### config.mk
export PLATFORM = sky130hd
export DESIGN_NAME = user_input_debounce
export DESIGN_NICKNAME = d
export VERILOG_FILES = /design/src/rtl/user_input_debounce.sv
export SDC_FILE = /design/constraint.sdc
export NUM_CORES = 1
export LEC_CHECK = 0
export ABC_AREA = 0
export BUFFER_PORTS_ARGS = -buffer_cell sky130_fd_sc_hd__buf_2
export CORE_ASPECT_RATIO = 1.75
export CORE_MARGIN = 5
export CORE_UTILIZATION = 45
export DETAILED_ROUTE_END_ITERATION = 16
export GPL_TIMING_DRIVEN = 0
export SLEW_MARGIN = 20
export SYNTH_ARGS = -nofsm -noshare
export SYNTH_HDL_FRONTEND = slang
export SYNTH_SLANG_ARGS = --single-unit
### constraint.sdc
create_clock -name clk -period 2.3 [get_ports clk]
set_clock_uncertainty 0.05 [all_clocks]
set_input_delay 0.46 -clock clk [delete_from_list [all_inputs] [get_ports clk]]
set_output_delay 0.46 -clock clk [all_outputs]
set_load 0.05 [all_outputs]
### src/rtl/user_input_debounce.sv
// Switch and push-button conditioner: 2-flop sync, per-channel debounce,
// registered mode word with change pulse and a press-pulse button FSM.
module user_input_debounce #(
    parameter  int DEBOUNCE_CYCLES = 1000000,
    localparam int CNT_W           = $clog2(DEBOUNCE_CYCLES + 1)
) (
    input  logic       clk,
    input  logic       rst_n,
    input  logic [3:0] sw_in,
    input  logic       btn_in,
    output logic [3:0] state,
    output logic       state_changed,
    output logic       btn_level,
    output logic       btn_pulse
);

    localparam int                 NCH     = 5;
    localparam logic [CNT_W-1:0] LP_LAST = CNT_W'(DEBOUNCE_CYCLES - 1);

    typedef enum logic {
        ST_RELEASED,
        ST_PRESSED
    } btn_st_t;

    logic [NCH-1:0]   r_sync1;
    logic [NCH-1:0]   r_sync2;
    logic [NCH-1:0]   r_stable;
    logic [CNT_W-1:0] r_cnt [NCH];
    logic [3:0]       r_state_d;
    logic             r_changed;
    logic             r_btn_pulse;
    btn_st_t          r_btn_st;
    btn_st_t          w_btn_st_nxt;
    logic             w_pulse_nxt;

    always_ff @(posedge clk or negedge rst_n) begin
        if (!rst_n) begin
            r_sync1 <= '0;
            r_sync2 <= '0;
        end else begin
            r_sync1 <= {btn_in, sw_in};
            r_sync2 <= r_sync1;
        end
    end

    // Channel 4 is the button; channels 3..0 are the mode switches.
    always_ff @(posedge clk or negedge rst_n) begin
        if (!rst_n) begin
            r_stable <= '0;
            for (int i = 0; i < NCH; i++) begin
                r_cnt[i] <= '0;
            end
        end else begin
            for (int i = 0; i < NCH; i++) begin
                if (r_sync2[i] == r_stable[i]) begin
                    r_cnt[i] <= '0;
                end else if (r_cnt[i] == LP_LAST) begin
                    r_stable[i] <= r_sync2[i];
                    r_cnt[i]    <= '0;
                end else begin
                    r_cnt[i] <= r_cnt[i] + CNT_W'(1);
                end
            end
        end
    end

    always_ff @(posedge clk or negedge rst_n) begin
        if (!rst_n) begin
            r_state_d <= '0;
            r_changed <= 1'b0;
        end else begin
            r_state_d <= r_stable[3:0];
            r_changed <= |(r_stable[3:0] ^ r_state_d);
        end
    end

    always_comb begin
        w_btn_st_nxt = r_btn_st;
        w_pulse_nxt  = 1'b0;
        case (r_btn_st)
            ST_RELEASED: begin
                if (r_stable[4]) begin
                    w_btn_st_nxt = ST_PRESSED;
                    w_pulse_nxt  = 1'b1;
                end
            end
            ST_PRESSED: begin
                if (!r_stable[4]) begin
                    w_btn_st_nxt = ST_RELEASED;
                end
            end
            default: w_btn_st_nxt = ST_RELEASED;
        endcase
    end

    always_ff @(posedge clk or negedge rst_n) begin
        if (!rst_n) begin
            r_btn_st    <= ST_RELEASED;
            r_btn_pulse <= 1'b0;
        end else begin
            r_btn_st    <= w_btn_st_nxt;
            r_btn_pulse <= w_pulse_nxt;
        end
    end

    assign state         = r_stable[3:0];
    assign state_changed = r_changed;
    assign btn_level     = r_stable[4];
    assign btn_pulse     = r_btn_pulse;

endmodule
==> results of run 1 <==
## registers in the layout, summed over array words and instances (netlist names)
| register | cells |
|---|---|
| btn_pulse | 1 |
| r_btn_st | 1 |
| r_cnt | 100 |
| r_stable | 5 |
| r_state_d | 4 |
| r_sync1 | 5 |
| r_sync2 | 5 |
| state_changed | 1 |
## routing by layer
| layer | GRT usage (%) | vias to the layer above |
|---|---|---|
| li1 | - | 2112 |
| met1 | 18.1 | 2101 |
| met2 | 28.0 | 64 |
| met3 | 3.58 | 25 |
| met4 | 8.29 | 0 |
| met5 | 0 | - |
## critical path, delay by kind of cell (launching register included)
kind / cells / cell delay (ns)
DFF: 1 / 0.39
buffers and inverters: 1 / 0.18
and+or+nand+nor: 3 / 1.07
AOI/OAI and AO/OA: 1 / 0.15
adders and majority gates: 1 / 0.26
## per-stage QoR
stage	instance area, um2	setup slack, ns	hold slack, ns	std cells
6_report	6680	0.134	0.0981	791
5_1_grt	6680	0.0280	0.0865	791
4_1_cts	6680	0.133	0.0843	791
3_5_place_dp	6090	0.150	0.286	759
3_3_place_gp	6050	-0.819	0.282	758
2_1_floorplan	5780	0.276	0.114	577
## final cells by class
type,count,share of cell area [%]
Buffer,18,1.16
Clock inverter,12,2.25
Tap cell,168,3.15
Sequential cell,122,45.7
Multi-Input combinational cell,421,38.7
Inverter,16,0.899
Clock buffer,19,6.48
Timing Repair Buffer,15,1.63
## power by group through the flow
stage               logic, mW  registers [mW]  clock network [mW]
global route            0.161            2.21                2.79
floorplan              0.0646            2.24                   0
finish                  0.135            2.21                2.64
global placement        0.129            2.24                   0
detailed placement      0.139            2.24                   0
CTS                     0.141            2.21                2.69
## cells by family after synthesis
family	after synthesis	synth area share, %
AOI/OAI and AO/OA	63	6.26
xor gates and xnor gates	70	10.6
adders and majority gates	5	1.08
buffers and inverters	34	2.38
DFF	122	52.8
muxes	5	0.974
and+or+nand+nor	278	25.9
## worst max-delay path by stage
stage,startpoint,to,slack [ns]
after detailed placement,r_cnt[80],r_cnt[98],0.15
after CTS,r_cnt[80],r_cnt[98],0.13
after global routing,r_cnt[80],r_cnt[83],0.03
after floorplan,r_cnt[80],r_cnt[98],0.28
after global placement,rst_n,r_cnt[53],-0.82
final,r_cnt[80],r_cnt[98],0.13
## cell usage in the layout (no fill, tap or decap), types with 4 or more instances in the layout
cell type	n
a21oi_1	29
and2_1	4
and3_1	14
and4_1	6
buf_2	15
clkbuf_1	14
clkbuf_16	17
clkinv_2	4
dfrtp_1	122
ha_1	5
inv_1	16
mux2_2	5
nand2_1	38
nand3_1	33
nand4_1	20
nand4b_1	7
nor2_1	78
nor3_1	15
nor4_1	15
nor4b_1	5
o21ai_0	16
o31ai_1	17
or2_2	4
or3_1	13
or4_1	15
xnor2_1	42
xor2_1	28
==> impl_metrics.yaml, run 1 <==
clock_network:
  cts.sinks: 122
  cts.clk_slew.worst_paths_ns: 0.06
  cts_setup_buffers: 0
  tritoncts: "built"
  cts-root-buf: "clkbuf_16"
  cts_resized: 0
  clockBufferDepth: 2
  clk_latency_ns: 0.41
  numCtsBuffers: 17
  holdBufCountCts: 1
  h-tree-depth: 4
worst_setup_path:
  r2r_cells: 6
  cp-start-kind: "register"
  cp.required_ns: 2.58
  r2r-start: "r_cnt[80]"
  end_kind: "register"
  path_cells: "ha_1, nand3_2, or4_1, buf_2, or4_1, a21oi_1"
  slowest_stage: "or4_1"
  crit_type: "register to register"
  slowest_delay_ns: 0.50
  rr_endpoint: "r_cnt[98]"
  regToRegSetupSlack_ns: 0.13
  path_max_fanout: 7
  critPathArrivalTime_ns: 2.45
  cp_common_cell: "or4_1"
synth:
  syn_area_um2: 5780
  synth_most_common_cell: "dfrtp_1"
  synth_top_area_share_pct: 52.8
  ys_seq_elements: 122
  synthArstFlopShare_pct: 100
  yosys.area.top_type: "dfrtp_1"
  synth_seq_area_share_pct: 52.8
  synth.distinct_cells: 38
  synth_edf_count: 0
  synth_common_cells: "122 x dfrtp_1, 78 x nor2_1, 42 x xnor2_1"
  synthFlopType: "dfrtp_1"
  synth_nets: 589
  synth_cells: 577
  syn_avg_cell_area_um2: 10.0
  ys_top_cells_by_area: "dfrtp_1 53%, xnor2_1 6.4%, nor2_1 5.1%"
  synth_warnings: 0
power:
  pwr-share-comb_pct: 2.7
  clock_power_share_pct: 53.0
  p_total_mw: 4.98
  internal_power_mw: 3.91
  powerDensity_nw_per_um2: 745
  ir_drop_mv: 0.517
  swShare_pct: 21.5
  p_seq_share_pct: 44.3
  p_sw_mw: 1.07
  p_leak_nw: 2.72
routing:
  ant_nets: 0
  drc: 0
  wl_met1_um: 4670
  wl_met3_um: 289
  drt_iter0_drc: 144
  totalWireLength_um: 11300
  vias_per_cell: 5.44
  wl_met2_um: 6050
  vias: 4302
  dr.pass1.iters: 4
  avgRoutedWirePerCell_um: 14.3
  maxUsedRoutingLayer: "met4"
grt:
  first_global_vias: 4431
  track_usage_pct: 16.2
  grt.overflow.total: 0
  antenna_found_initial: 0
  grt_pass1_wl_um: 19800
  grt_max_degree: 69
timing:
  min_period_over_period_pct: 94.2
  finalSetupTns_ns: 0
  drv_slew: 0
  slew_headroom_pct: 50.9
  setup-violations-final: 0
  finalHoldViolCount: 0
  grt_setup_unrepaired: "no"
  fin_crit_ns: 2.17
  fmax_ghz: 0.462
  tightestPinTransition_ns: 0.729
placed_design:
  placement.io_buffers: 13
  gp_congestion: 0.842
  dp_hpwl_um: 7880
die:
  die_h_um: 160
  core_area_um2: 12600
  initial_core_util_pct: 46.0
  pin_count: 14
  std_cell_rows: 54
  die_w_um: 95.7
  die-area_um2: 15300
finish:
  final_util_pct: 53.2
  regArea_um2: 3050
  fin_nets: 623
  area_growth_pct: 15.6
  fill_cells: 1174
  drive_above_1_share_pct: 10.6
  antennaDiodeCount: 0
  multi_input_area_um2: 2590
outcome:
  status: "finished, final reports clean"
min_path:
  holdCritStartpoint: "btn_in"
  hold_path_depth: 1
  holdPathEnd: "r_sync1[4]"
  worstHoldPathType: "primary input to register"
flow_run:
  max-cap-violations: 0
No activity file was read; power rests on OpenSTA's default activity.
==> run 2: changes to the inputs <==
Settings changed: CORE_ASPECT_RATIO 1.75 to 0.75.
==> impl_metrics.yaml, run 2 (synthesis gave the netlist of run 1 again) <==
outcome:
  status: "finished, final reports clean"
finish:
  fin_nets: 623
  top_register: "r_cnt"
  drive_above_1_share_pct: 10.8
  largest_reg_flops: 100
  layout_common_cells: "122 x dfrtp_1, 78 x nor2_1, 42 x xnor2_1, 38 x nand2_1, 33 x nand3_1"
  final_util_pct: 53.6
  area_growth_pct: 15.4
  antennaDiodeCount: 0
  layout_commonest_cell: "dfrtp_1"
die:
  core_area_um2: 12400
  std_cell_rows: 35
  initial_core_util_pct: 46.5
  die_h_um: 108
  die_w_um: 141
  pin_count: 14
  die-area_um2: 15200
placed_design:
  placement.io_buffers: 13
  dp_hpwl_um: 7590
  gp_congestion: 0.818
routing:
  avgRoutedWirePerCell_um: 14.4
  ant_nets: 0
  vias_per_cell: 5.45
  dr.pass1.iters: 5
  drc: 0
  totalWireLength_um: 11300
  vias: 4297
  drt_iter0_drc: 289
power:
  p_sw_mw: 1.02
  p_seq_share_pct: 45.1
  ir_drop_mv: 0.489
  p_total_mw: 4.89
  swShare_pct: 20.9
  pwr-share-comb_pct: 2.8
  powerDensity_nw_per_um2: 734
  internal_power_mw: 3.87
  clock_power_share_pct: 52.1
  p_leak_nw: 2.72
timing:
  grt_setup_unrepaired: "no"
  finalHoldViolCount: 0
  setup-violations-final: 0
  fmax_ghz: 0.465
  min_period_over_period_pct: 93.6
  slew_headroom_pct: 52.4
  drv_slew: 0
  whs_ns: 0.108
  fin_crit_ns: 2.15
  finalSetupTns_ns: 0
  tightestPinTransition_ns: 0.707
flow_run:
  max-cap-violations: 0
worst_setup_path:
  cp.required_ns: 2.58
  path_max_fanout: 7
  regToRegSetupSlack_ns: 0.15
  end_kind: "register"
  critPathArrivalTime_ns: 2.43
  crit_type: "register to register"
  cp-start-kind: "register"
clock_network:
  tritoncts: "built"
  cts-root-buf: "clkbuf_16"
  clockBufferDepth: 2
  h-tree-depth: 4
  cts.sinks: 122
  clk_latency_ns: 0.41
  numCtsBuffers: 17
  cts.clk_slew.worst_paths_ns: 0.05
grt:
  antenna_found_initial: 0
  grt.overflow.total: 0
  track_usage_pct: 15.9
  grt_pass1_wl_um: 19800
  grt_max_degree: 66
  first_global_vias: 4179
min_path:
  worstHoldPathType: "primary input to register"
[run 2: through the flow]
step	instances	instance area [um2]	setup WS, ns
finish	788	6670	0.147
global route	788	6670	0.0426
CTS	788	6660	0.0846
detailed placement	757	6080	0.105
global placement	756	6050	-0.875
floorplan	577	5780	0.276
[run 2: what timing repair did]
action | CTS | global route
hold buffers | 1 | 0
setup buffers | 0 | 0
resized for setup | 0 | 1
endpoints found under the hold margin | 19 | 0
setup endpoints to repair | 0 | 1
[run 2: worst paths after layout]
kind | start | endpoint | depth (start not counted)
max | r_cnt[80] | r_cnt[98] | 6
max in group asynchronous | rst_n | r_cnt[21] | 3
min reg2reg | r_sync1[1] | r_sync2[1] | 0
min | btn_in | r_sync1[4] | 1
min in group asynchronous | rst_n | r_cnt[97] | 2
max reg2reg | r_cnt[80] | r_cnt[98] | 6
[run 2: cell type report]
cell class                 count  area (um2)
multi-input combinational    421        2590
fill                        1112        5770
timing repair buffer          15         109
sequential                   122        3050
tap                          166         208
clock buffer                  21         470
clock inverter                 9        97.6
buffer                        18        77.6
inverter                      16        60.1
[run 2: power by group through the flow]
stage	clock network, mW	registers, mW	logic [mW]
2_1_floorplan	0	2.24	0.0646
3_3_place_gp	0	2.24	0.128
3_5_place_dp	0	2.24	0.138
4_1_cts	2.61	2.21	0.141
5_1_grt	2.70	2.21	0.159
6_report	2.55	2.21	0.135
[run 2: worst max-delay path, cell delays in order (launching register included)]
cell	delay, ns
dfrtp_1	0.39
ha_2	0.25
nand3_2	0.09
or4_1	0.50
buf_2	0.18
or4_1	0.48
a21oi_1	0.15
[run 2: metal layers]
metal / vias up / global-route usage, % / wire length (um) / part of all wire, %
met5: - / 0 / 0 / 0
met1: 2098 / 21.9 / 5650 / 50
met3: 12 / 3.71 / 397 / 3.5
met4: 0 / 5.74 / 159 / 1.4
li1: 2114 / - / - / -
met2: 73 / 24.8 / 5110 / 45
